==> src/rtl/pkt_bus_pkg.sv <==
// pkt_bus_pkg: shared FSM states, byte width and last_bytes width helper for the packet bus transmitter
package pkt_bus_pkg;
  typedef enum logic [1:0] {S_IDLE, S_FILL, S_DRAIN, S_GAP} state_e;
  localparam int BYTE_WIDTH = 8;
  function automatic int lb_width(input int bus_bytes);
    return $clog2(bus_bytes + 1);
  endfunction
endpackage

==> src/rtl/pkt_bus_out_reg.sv <==
// pkt_bus_out_reg: valid/ready output word register with sop/eop/last_bytes sideband
// Ports: clk, reset (sync, active-low); load_i/data_i/sop_i/eop_i/last_bytes_i capture a word;
// can_load_o says the register is empty or draining this cycle; bus_o/valid_o/start_of_packet_o/
// end_of_packet_o/last_bytes_o hold the presented word, ready_i drains it.
module pkt_bus_out_reg
  import pkt_bus_pkg::*;
#(
  parameter int BUS_BYTES = 4
) (
  input  logic                              clk,
  input  logic                              reset,
  input  logic                              load_i,
  input  logic [BUS_BYTES*BYTE_WIDTH-1:0]   data_i,
  input  logic                              sop_i,
  input  logic                              eop_i,
  input  logic [lb_width(BUS_BYTES)-1:0]    last_bytes_i,
  input  logic                              ready_i,
  output logic                              can_load_o,
  output logic [BUS_BYTES*BYTE_WIDTH-1:0]   bus_o,
  output logic                              valid_o,
  output logic                              start_of_packet_o,
  output logic                              end_of_packet_o,
  output logic [lb_width(BUS_BYTES)-1:0]    last_bytes_o
);
  logic [BUS_BYTES*BYTE_WIDTH-1:0] bus_q;
  logic                            valid_q, sop_q, eop_q;
  logic [lb_width(BUS_BYTES)-1:0]  lb_q;
  assign can_load_o        = !valid_q || ready_i;
  assign bus_o             = bus_q;
  assign valid_o           = valid_q;
  assign start_of_packet_o = sop_q;
  assign end_of_packet_o   = eop_q;
  assign last_bytes_o      = lb_q;
  always_ff @(posedge clk) begin
    if (!reset) begin
      bus_q   <= '0;
      valid_q <= 1'b0;
      sop_q   <= 1'b0;
      eop_q   <= 1'b0;
      lb_q    <= '0;
    end else if (load_i) begin
      bus_q   <= data_i;
      valid_q <= 1'b1;
      sop_q   <= sop_i;
      eop_q   <= eop_i;
      lb_q    <= last_bytes_i;
    end else if (ready_i) begin
      valid_q <= 1'b0;
    end
  end
endmodule

==> src/rtl/pkt_bus_tx.sv <==
// pkt_bus_tx: packs a byte stream MSB-first into BUS_BYTES-wide words with sop/eop/last_bytes framing
// Ports: clk, reset (sync, active-low); byte_i/byte_valid_i/byte_last_i/byte_ready_o byte input;
// bus_o/valid_o/ready_i/start_of_packet_o/end_of_packet_o/last_bytes_o word output;
// gap_i idle cycles after each packet (only with PKT_TX_GAP_EN); pkt_cnt_o packets sent.
// Macro PKT_TX_GAP_EN: enables the inter-packet GAP state and its counter.
module pkt_bus_tx
  import pkt_bus_pkg::*;
#(
  parameter int BUS_BYTES = 4,
  parameter int CNT_W     = 16
) (
  input  logic                              clk,
  input  logic                              reset,
  input  logic [BYTE_WIDTH-1:0]             byte_i,
  input  logic                              byte_valid_i,
  input  logic                              byte_last_i,
  output logic                              byte_ready_o,
  output logic [BUS_BYTES*BYTE_WIDTH-1:0]   bus_o,
  output logic                              valid_o,
  input  logic                              ready_i,
  output logic                              start_of_packet_o,
  output logic                              end_of_packet_o,
  output logic [lb_width(BUS_BYTES)-1:0]    last_bytes_o,
  input  logic [7:0]                        gap_i,
  output logic [CNT_W-1:0]                  pkt_cnt_o
);
  localparam int W    = BUS_BYTES * BYTE_WIDTH;
  localparam int LB_W = lb_width(BUS_BYTES);
  state_e            state_q, state_d;
  logic [W-1:0]      acc_q, acc_d, word;
  logic [LB_W-1:0]   idx_q, idx_d;
  logic              sop_pend_q, sop_pend_d;
  logic [CNT_W-1:0]  cnt_q, cnt_d;
  logic              can_load, complete, accept, load;
`ifdef PKT_TX_GAP_EN
  logic [7:0]        gap_q, gap_d;
`else
  logic              unused_gap;
  assign unused_gap = ^gap_i;
`endif
  // a byte that completes a word needs the output register free (or draining) this cycle
  assign complete     = byte_last_i || idx_q == LB_W'(BUS_BYTES - 1);
  assign byte_ready_o = reset && (state_q == S_IDLE || state_q == S_FILL) && (!complete || can_load);
  assign accept       = byte_valid_i && byte_ready_o;
  assign load         = accept && complete;
  assign pkt_cnt_o    = cnt_q;
  always_comb begin
    word = acc_q;
    for (int k = 0; k < BUS_BYTES; k++)
      if (idx_q == LB_W'(k)) word[W-1-k*BYTE_WIDTH -: BYTE_WIDTH] = byte_i;
  end
  always_comb begin
    state_d    = state_q;
    acc_d      = acc_q;
    idx_d      = idx_q;
    sop_pend_d = sop_pend_q;
    cnt_d      = cnt_q;
`ifdef PKT_TX_GAP_EN
    gap_d      = gap_q;
`endif
    if (accept) begin
      acc_d      = load ? '0 : word;
      idx_d      = load ? '0 : idx_q + LB_W'(1);
      sop_pend_d = load ? byte_last_i : sop_pend_q;
      state_d    = byte_last_i ? S_DRAIN : S_FILL;
    end
    // in DRAIN the output register can only hold the eop word
    if (state_q == S_DRAIN && valid_o && ready_i) begin
      cnt_d   = cnt_q + CNT_W'(1);
`ifdef PKT_TX_GAP_EN
      gap_d   = gap_i;
      state_d = gap_i == '0 ? S_IDLE : S_GAP;
`else
      state_d = S_IDLE;
`endif
    end
`ifdef PKT_TX_GAP_EN
    if (state_q == S_GAP) begin
      gap_d   = gap_q - 8'd1;
      state_d = gap_q == 8'd1 ? S_IDLE : S_GAP;
    end
`endif
  end
  always_ff @(posedge clk) begin
    if (!reset) begin
      state_q    <= S_IDLE;
      acc_q      <= '0;
      idx_q      <= '0;
      sop_pend_q <= 1'b1;
      cnt_q      <= '0;
`ifdef PKT_TX_GAP_EN
      gap_q      <= '0;
`endif
    end else begin
      state_q    <= state_d;
      acc_q      <= acc_d;
      idx_q      <= idx_d;
      sop_pend_q <= sop_pend_d;
      cnt_q      <= cnt_d;
`ifdef PKT_TX_GAP_EN
      gap_q      <= gap_d;
`endif
    end
  end
  pkt_bus_out_reg #(.BUS_BYTES(BUS_BYTES)) u_out (
    .clk               (clk),
    .reset             (reset),
    .load_i            (load),
    .data_i            (word),
    .sop_i             (sop_pend_q),
    .eop_i             (byte_last_i),
    .last_bytes_i      (byte_last_i ? idx_q + LB_W'(1) : '0),
    .ready_i           (ready_i),
    .can_load_o        (can_load),
    .bus_o             (bus_o),
    .valid_o           (valid_o),
    .start_of_packet_o (start_of_packet_o),
    .end_of_packet_o   (end_of_packet_o),
    .last_bytes_o      (last_bytes_o)
  );
endmodule

==> config.mk <==
export PLATFORM = sky130hd
export DESIGN_NAME = pkt_bus_tx
export DESIGN_NICKNAME = d
export VERILOG_FILES = /design/src/rtl/pkt_bus_pkg.sv /design/src/rtl/pkt_bus_out_reg.sv /design/src/rtl/pkt_bus_tx.sv
export SDC_FILE = /design/constraint.sdc
export NUM_CORES = 1
export LEC_CHECK = 0
export BUFFER_PORTS_ARGS = -buffer_cell sky130_fd_sc_hd__buf_2
export CAP_MARGIN = 20
export CORE_ASPECT_RATIO = 1.25
export CORE_MARGIN = 2
export CORE_UTILIZATION = 30
export DETAILED_ROUTE_END_ITERATION = 8
export GPL_ROUTABILITY_DRIVEN = 1
export SETUP_SLACK_MARGIN = 0.1
export SLEW_MARGIN = 20
export SYNTH_ARGS = -nofsm -noshare
export SYNTH_HDL_FRONTEND = slang
export SYNTH_HIERARCHICAL = 1
export SYNTH_SLANG_ARGS = --single-unit
==> constraint.sdc <==
create_clock -name clk -period 6.2 [get_ports clk]
set_input_delay 0.62 -clock clk [delete_from_list [all_inputs] [get_ports clk]]
set_output_delay 0.62 -clock clk [all_outputs]
set_load 0.05 [all_outputs]
==> summary.txt, run 1 <==
Status
  – Status: finished clean

Setup path
  – Crit Path Max Fanout: 22
  – Worst Setup End Kind: flop
  – Reg-to-Reg Start: idx_q[0]
  – WS Path Type: flop to flop
  – Slowest cell delay on critical path: 0.54 ns
  – WP data required: 6.43 ns
  – Crit path max-delay cell type: nor2_4
  – Critical path startpoint category: flop
  – R2R Setup Slk: approximately 3.3 ns
  – Critical path data arrival time: between 3 and 4 ns
  – Most common cell on crit path: ha_1
  – R2r worst-path depth: 8
  – Worst R2R End: u_out/bus_o[0]
  – Setup crit start: idx_q[0]
  – CP endpoint: u_out/bus_o[0]
  – Crit path cell chain: ha_1 > ha_1 > nor2_2 > o2111ai_4 > nor2_4 > buf_4 > mux2i_1 > nor2b_1

Placed design
  – Placed Instances: 630
  – DP Wirelength: 6.42 mm
  – Placer Congestion: ~0.75
  – Port bufs: 67
  – Placed cell area: ~4500 sq um

Route
  – Vias: 3,028
  – TritonRoute pass-1 iters: 5
  – Initial DRC Count: about 170
  – DR WL/cell: 14.5 um
  – Residual DRC count: 0
  – Routed WL: approximately 9.4 mm
  – Drt via density: ~4.7
  – Routed Antenna Nets: 0

Layout
  – Final non-filler cell total: roughly 650
  – # diodes: 0
  – Layout Nets: slightly below 500
  – Share of cells above drive strength 1: 21.5%
  – Final instance area: 4840 sq um
  – Layout area overhead: 17.8%

Synthesis
  – Post-synth EDFFs: 0
  – Post-synth top cells: dfxtp_1 (92), nor2b_1 (40), mux2i_1 (39), nand2_1 (37), a21oi_1 (32)
  – Post-synthesis async set-or-reset flop share: 0%
  – Post-synth top flop: dfxtp_1
  – Syn Inst Count: approximately 420
  – Synth unique cells: 42
  – Synth Cell Area: between 4000 and 5000 sq um
  – Share of the synthesized area in the top cell type: approximately 45%
  – Synth Warn #: 6
  – Mapped Nets: between 400 and 500
  – Leading area contributor after synthesis: dfxtp_1
  – Top cells by area, synth: dfxtp_1 (45%), mux2i_1 (9.5%), mux2_1 (6.6%)
  – Synth Area per Inst: 9.91 sq um
  – Most common cell in the netlist: dfxtp_1
  – Seq/Total Area, Yosys: between 40% and 50%
  – Synth Register Bits: 92

Pwr
  – Max IR drop VDD: 0.129 mV
  – Clock share of power: 44.4%
  – Sw frac: roughly a quarter
  – Comb pwr share: between 6 and 7%
  – Psw: between 200 and 300 uW
  – PwrDens: roughly 250 nW/um^2
  – Int Power: around 930 uW
  – Reg power frac: 48.8%
  – Lkg Pwr: ~0.0019 uW

Global routing
  – Global Route met2 Usage: ~23%
  – GR Overflow Total: 0
  – GRT Util Overall: between 10% and 20%
  – Global route hottest layer: met2
  – First-pass GRT wire length: between 15 and 20 mm
  – Antenna violations before repair: 0
  – M1 GR Usage: between 10% and 20%
  – Met3 Usage GRT: about 2.8%
  – Largest net degree at the start of global routing: 60
  – Number of global-route vias before repair: approximately 3k

Worst hold path
  – Hold Path Class: flop to flop
  – Worst hold start: acc_q[21]

Floorplanning
  – Initial Utilization: ~31%
  – Full die area: ~15,000 sq um
  – I/O pin count: between 70 and 80
  – Rows: 47
  – DIE WIDTH: 109 um
  – Core area: approximately 13,000 sq um
  – Die height: 135 um

CTS
  – CTS Buffer Depth: 2
  – Worst skew pair latency: roughly 0.34 ns
  – TritonCTS buffer count: 9
  – Sink Count: 92
  – Cts hold-fix bufs: 0
  – Clock slew seen by the registers of the worst setup and hold paths: about 0.070 ns
  – Post_cts resized: 0
  – CTS tree: done
  – Post-CTS Setup Inserts: 0
  – Clock H-tree levels: 3
  – Clock root buffer: clkbuf_16

Timing
  – Finish-stage setup viols: 0
  – Hold Slack: ~0.44 ns
  – Unrepaired setup endpoints after global routing: false
  – Fmax achieved: about 0.35 GHz
  – Final Cycle Share: between 40% and 50%
  – Layout Skew: between 0.007 and 0.008 ns
  – Final Critical Period: ~2.9 ns
  – Slew margin rel.: 47.8%
  – Fin. Hold Viols: 0
  – Worst Tran Pin Value: around 0.78 ns
  – Max Slew Vio Count: 0
  – Setup tns final: 0 ns

Flow run
  – Max Cap Viol: 0
[flip-flops by register name, indices dropped and copies added (netlist names)]
register,cells
acc_q,32
u_out/bus_o,32
pkt_cnt_o,16
idx_q,3
u_out/last_bytes_o,3
state_q,2
sop_pend_q,1
u_out/end_of_packet_o,1
u_out/start_of_packet_o,1
u_out/valid_o,1
[metrics by stage]
| step | setup slack (ns) | util (%) | total power [uW] |
|---|---|---|---|
| after CTS | 3.27 | 36.4 | 1250 |
| after global placement | 3.35 | 34.2 | 698 |
| after floorplan | 3.46 | - | 676 |
| after global routing | 3.05 | 36.4 | 1280 |
| after detailed placement | 3.28 | 34.2 | 700 |
| final | 3.33 | 36.4 | 1230 |
[placed cells by master, fill, tap and decap left out, drive strengths merged, types with 2 or more instances in the layout]
master / n
clkbuf: 9
and4: 3
ha: 6
inv: 8
xor2: 3
nand2b: 2
nor2: 17
or3: 6
mux2: 32
nand4b: 2
o21ai: 5
and2: 9
xnor2: 7
nor3: 5
dfxtp: 92
buf: 70
nand4: 5
o21a: 2
nand2: 37
clkinv: 4
nor2b: 40
or3b: 24
a21oi: 32
nor4: 2
clkinvlp: 3
mux2i: 39
nand3: 4
[logic make-up after synthesis]
logic type / after synthesis / synth area share, %
buffers and inverters: 35 / 4.53
AOI/OAI and AO/OA: 42 / 5.60
adders and majority gates: 6 / 1.83
xor gates and xnor gates: 10 / 2.13
DFF: 92 / 44.8
and+or+nand+nor: 159 / 22.9
muxes: 71 / 18.3
[layout make-up]
cell class / count / area (sq um)
clock buffers: 9 / 225
clock inverters: 7 / 67.6
fillers: 1393 / 8450
inverters: 9 / 33.8
multi-input cells: 288 / 2100
flip-flops and latches: 92 / 1840
well taps: 171 / 214
repair buffers: 70 / 358
[critical path: cells and delay by family (launching register included)]
family	cells	cell delay [ns]
and+or+nand+nor	3	0.93
buffers and inverters	1	0.48
muxes	1	0.24
DFF	1	0.36
adders and majority gates	2	0.57
AOI/OAI and AO/OA	1	0.16
[power by group through the flow]
stage	Sequential [uW]	Clock (uW)	Combinational, uW
after floorplan	625	0	51.7
after global routing	601	583	92.2
final	601	546	84.5
after CTS	601	560	86.0
after detailed placement	614	0	85.8
after global placement	614	0	84.1
[how the worst min path moves through the flow]
stage / to / slack (ns) / cells past startpoint
detailed placement: acc_q[21] / 0.44 / 2
finish: acc_q[21] / 0.44 / 2
global route: acc_q[14] / 0.46 / 2
global placement: acc_q[11] / 0.43 / 2
floorplan: acc_q[0] / 0.43 / 1
CTS: acc_q[18] / 0.45 / 2
[metal layers]
metal	part of all wire [%]	vias to the layer above
met3	3.5	12
met2	50	51
met5	0	-
li1	-	1532
met1	45	1433
met4	1.6	0
No activity file was read; power rests on OpenSTA's default activity.
==> inputs of run 2 (changes only) <==
- clock period: 6.2 -> 3 ns (I/O delays scaled with it)
==> run 2 against run 1 <==
Net effect:
- cell count increased by 0.31%
- flip-flop and latch count unchanged
- routed wire length decreased by 1.9%
- critical endpoint is now byte_ready_o
- highest routed layer unchanged
==> summary.txt, run 2 (synthesis results as in run 1) <==
Status
  – Status: finished clean

Timing
  – Final Critical Period: roughly 2.5 ns
  – Unrepaired setup endpoints after global routing: false
  – Slew margin rel.: 45.5%
  – Fmax achieved: just over 0.4 GHz
  – Setup tns final: 0 ns
  – Worst Tran Pin Value: approximately 0.8 ns
  – Max Slew Vio Count: 0
  – Fin. Hold Viols: 0
  – Final Cycle Share: around 83%
  – Finish-stage setup viols: 0
  – Layout Skew: 0.0100 ns

Layout
  – Final non-filler cell total: between 600 and 700
  – Commonest non-fill, non-tap cell in the layout: dfxtp_1
  – Layout area overhead: 18.8%
  – Share of cells above drive strength 1: between 20% and 30%
  – Layout Nets: 499
  – Commonest cells after routing, fill and taps aside: dfxtp_1 (92), buf_2 (67), nor2b_1 (40)
  – # diodes: 0

Floorplanning
  – I/O pin count: between 70 and 80
  – Core area: about 13,000 sq um
  – Initial Utilization: 30.9%
  – DIE WIDTH: between 100 and 150 um
  – Full die area: 14,700 sq um
  – Die height: about 130 um
  – Rows: 47

Worst hold path
  – Hold Path Class: input port to flop

Route
  – Drt via density: between 4 and 5
  – Routed WL: just over 9 mm
  – DR WL/cell: around 14 um
  – Routed Antenna Nets: 0
  – Residual DRC count: 0
  – TritonRoute pass-1 iters: 4
  – Vias: approximately 3.0k
  – Initial DRC Count: 155

Setup path
  – WS Path Type: flop to output pin
  – Crit Path Max Fanout: 10
  – WP data required: approximately 2.7 ns
  – Critical path data arrival time: around 2.2 ns
  – Buf/Inv on CP: 1
  – Most common cell on crit path: ha_1
  – Worst Setup End Kind: output pin
  – Crit path cell chain: ha_1 > ha_1 > nor2_2 > nor2_1 > nor3_1 > buf_2
  – Slowest cell delay on critical path: approximately 0.36 ns
  – Critical path startpoint category: flop
  – CP top delay family: simple AND/OR/NAND/NOR gates
  – Crit path max-delay cell type: dfxtp_1

CTS
  – Worst skew pair latency: between 0.3 and 0.4 ns
  – Clock H-tree levels: 3
  – Clock slew seen by the registers of the worst setup and hold paths: roughly 0.060 ns
  – Clock root buffer: clkbuf_16
  – Post-CTS Setup Inserts: 0
  – Sink Count: 92
  – TritonCTS buffer count: 9
  – CTS Buffer Depth: 2
  – CTS tree: done
  – Cts hold-fix bufs: 0
  – Post_cts resized: 0

Pwr
  – Sw frac: 23.5%
  – Lkg Pwr: roughly 0.0019 uW
  – PwrDens: around 520 nW/um^2
  – Int Power: just under 2000 uW
  – Clock share of power: between 40% and 50%
  – Max IR drop VDD: roughly 0.26 mV
  – Reg power frac: just under 50%
  – Comb pwr share: just over 7%
  – Psw: between 500 and 600 uW

Placed design
  – Placed Instances: around 630
  – Port bufs: 67
  – Placer Congestion: about 0.72
  – DP Wirelength: approximately 6.3 mm

Global routing
  – GR Overflow Total: 0
  – GRT Util Overall: between 10% and 20%
  – Antenna violations before repair: 0
  – Largest net degree at the start of global routing: 60
  – First-pass GRT wire length: 14.8 mm
  – Number of global-route vias before repair: a little under 3k

Flow run
  – Max Cap Viol: 0
[run 2: per-stage QoR]
step	hold slack (ns)	total power [uW]	worst slack, ns	cell area, sq um	utilization [%]
CTS	0.273	2580	0.463	4880	36.7
finish	0.287	2540	0.513	4880	36.7
global route	0.292	2640	0.348	4880	36.7
floorplan	0.389	1400	0.585	4110	-
global placement	0.433	1450	0.757	4590	34.5
detailed placement	0.442	1450	0.670	4590	34.5
[run 2: power groups by stage]
| stage | clock network [uW] | registers, uW | logic, uW |
|---|---|---|---|
| after floorplan | 0 | 1290 | 107 |
| after global placement | 0 | 1270 | 180 |
| after detailed placement | 0 | 1270 | 183 |
| after CTS | 1150 | 1240 | 184 |
| after global routing | 1200 | 1240 | 195 |
| final | 1120 | 1240 | 181 |
[run 2: metal layers]
layer	track usage (%)	wire length, um	share of wire, %
met5	0	0	0
met3	2.99	344	3.7
met4	4.49	108	1.2
met2	22.4	4570	50
met1	15.6	4200	46
[run 2: cell type report]
cell class	count	area [sq um]
clock buffers	10	229
clock inverters	6	65.1
fillers	1364	8410
inverters	9	33.8
multi-input cells	288	2100
flip-flops and latches	92	1840
well taps	171	214
repair buffers	72	398
[run 2: worst reg2reg max path, stage by stage (launching register included)]
cell and delay [ns]:
dfxtp_1 0.36, ha_1 0.22, ha_1 0.35, inv_1 0.17, nand2_1 0.46, or3b_1 0.54, a21oi_1 0.14
[run 2: final timing paths]
check | startpoint | endpoint | slack [ns] | cells after the start
hold / removal | reset | pkt_cnt_o[12] | 0.29 | 3
hold reg to reg | acc_q[27] | acc_q[27] | 0.45 | 2
setup reg to reg | idx_q[0] | acc_q[19] | 0.70 | 6
setup / recovery | idx_q[0] | byte_ready_o | 0.51 | 6
==> inputs of run 3 (changes only) <==
- clock period: 3 -> 2.3 ns (I/O delays scaled with it)
==> run 3 against run 2 <==
Net effect:
- count of clock-buffer cells in the layout did not move
- register-to-register slack got worse by 0.44 ns
- worst hold slack got worse by 0.048 ns
- flip-flop and latch count did not move
- power rose by 35%
- sequential power rose by 31%
- sequential share of layout area fell by 0.60 points
- utilization rose by 0.62 points
- routed wire length rose by 2.1%
- critical path type unchanged
- highest routed layer unchanged
==> summary.txt, run 3 (synthesis results as in run 1) <==
Status
  – Status: finished clean

CTS
  – CTS tree: done
  – Worst skew pair latency: 0.34 ns
  – Post-CTS Setup Inserts: 0
  – Clock slew seen by the registers of the worst setup and hold paths: about 0.060 ns
  – Clock root buffer: clkbuf_16
  – CTS Buffer Depth: 2
  – Post_cts resized: 0
  – Sink Count: 92
  – Clock H-tree levels: 3
  – Cts hold-fix bufs: 0
  – TritonCTS buffer count: 9

Global routing
  – First-pass GRT wire length: 15.1 mm
  – Largest net degree at the start of global routing: 60
  – Antenna violations before repair: 0
  – GR Overflow Total: 0
  – GRT Util Overall: 13.2%
  – Number of global-route vias before repair: 2,970

Route
  – Routed WL: about 9.4 mm
  – Vias: about 3.0k
  – Residual DRC count: 0
  – Routed Antenna Nets: 0
  – TritonRoute pass-1 iters: 4
  – Drt via density: approximately 4.7
  – DR WL/cell: 14.5 um
  – Initial DRC Count: 185

Setup path
  – Critical path data arrival time: approximately 1.8 ns
  – Crit path cell chain: inv_1 > ha_4 > nor2_4 > nor2_1 > nor3_2 > buf_2
  – CP Depth: 6
  – Worst Setup End Kind: output pin
  – Reg-to-Reg Start: idx_q[2]
  – CP top delay family: flip-flops
  – Crit Path Max Fanout: 10
  – R2r worst-path depth: 8
  – R2R Setup Slk: ~0.26 ns
  – WS Path Type: flop to output pin
  – Buf/Inv on CP: 2
  – WP data required: around 2.1 ns
  – CP endpoint: byte_ready_o
  – Critical path startpoint category: flop
  – Crit path max-delay cell type: dfxtp_1
  – Setup crit start: idx_q[2]
  – Worst R2R End: u_out/bus_o[20]
  – Slowest cell delay on critical path: about 0.44 ns

Layout
  – Layout area overhead: 20.8%
  – Share of cells above drive strength 1: 23.4%
  – # diodes: 0
  – Commonest cells after routing, fill and taps aside: dfxtp_1 (91), buf_2 (67), mux2i_1 (39)
  – Final non-filler cell total: 650
  – Commonest non-fill, non-tap cell in the layout: dfxtp_1
  – Layout Nets: 501
  – Final Util: about 37%

Pwr
  – Psw: between 700 and 800 uW
  – Lkg Pwr: about 0.0019 uW
  – Reg power frac: 47.1%
  – Max IR drop VDD: between 0.3 and 0.4 mV
  – Sw frac: 23.0%
  – Int Power: 2650 uW
  – Comb pwr share: 7.0%
  – PwrDens: roughly 700 nW/um^2
  – Clock share of power: 45.9%

Floorplanning
  – Core area: roughly 13,000 sq um
  – DIE WIDTH: around 110 um
  – I/O pin count: 76
  – Initial Utilization: a little under a third
  – Rows: 47
  – Die height: ~130 um
  – Full die area: about 15,000 sq um

Timing
  – Fmax achieved: ~0.49 GHz
  – Finish-stage setup viols: 0
  – Worst Tran Pin Value: 0.477 ns
  – Unrepaired setup endpoints after global routing: false
  – Setup tns final: 0 ns
  – Final Cycle Share: about nine tenths
  – Final Critical Period: between 2 and 2.5 ns
  – Fin. Hold Viols: 0
  – Max Slew Vio Count: 0
  – Slew margin rel.: 68.2%
  – Layout Skew: roughly 0.0060 ns

Placed design
  – Port bufs: 67
  – Placed Instances: 634
  – Placer Congestion: approximately 0.77
  – DP Wirelength: around 6.5 mm

Flow run
  – Max Cap Viol: 0

Worst hold path
  – Hold Path Class: input port to flop
## run 3: changes by cell type in the layout (fill, tap and decap cells not counted), sizes merged
cell | before | now
buf | 72 | 74
bufinv | 1 | 2
clkinv | 5 | 3
clkinvlp | 1 | 2
## run 3: cell type report
class	count	area (sq um)
timing repair buffer	74	413
clock buffer	10	229
multi-input combinational	288	2140
clock inverter	6	88.8
tap	171	214
inverter	9	33.8
fill	1379	8320
sequential	92	1840
## run 3: worst min path at each step
stage,endpoint,depth (start not counted),slack (ns),startpoint
finish,u_out/end_of_packet_o,3,0.24,byte_last_i
global route,u_out/end_of_packet_o,3,0.26,byte_last_i
floorplan,sop_pend_q,1,0.32,reset
CTS,u_out/end_of_packet_o,3,0.23,byte_last_i
detailed placement,acc_q[16],2,0.44,acc_q[16]
global placement,acc_q[12],2,0.43,acc_q[12]
## run 3: through the flow
| step | instance area [sq um] | total power (uW) | hold slack (ns) | setup WS, ns |
|---|---|---|---|---|
| after global routing | 4970 | 3570 | 0.262 | 0.125 |
| after global placement | 4640 | 1890 | 0.433 | 0.244 |
| after CTS | 4960 | 3470 | 0.233 | 0.205 |
| final | 4970 | 3440 | 0.239 | 0.256 |
| after floorplan | 4190 | 1830 | 0.319 | 0.118 |
| after detailed placement | 4640 | 1900 | 0.439 | 0.209 |
## run 3: power by group through the flow
stage | registers (uW) | clock network (uW) | logic (uW)
after floorplan | 1680 | 0 | 147
after global placement | 1660 | 0 | 238
after detailed placement | 1660 | 0 | 242
after CTS | 1620 | 1610 | 243
after global routing | 1620 | 1690 | 260
final | 1620 | 1580 | 239
## run 3: metal layers
metal  part of all wire (%)  vias to the layer above  track usage [%]
met5                      0                        -                0
met4                    1.6                        0             4.70
met2                     48                       51             22.3
met1                     46                     1421             16.2
li1                       -                     1541                -
met3                    4.3                       11             3.28
## run 3: worst reg2reg max path, cell delays in order (launching register included)
cell,delay (ns)
dfxtp_1,0.44
inv_1,0.11
ha_4,0.23
nor2_4,0.22
o2111ai_4,0.19
nor2_4,0.17
buf_4,0.28
mux2i_1,0.24
nor2b_1,0.06
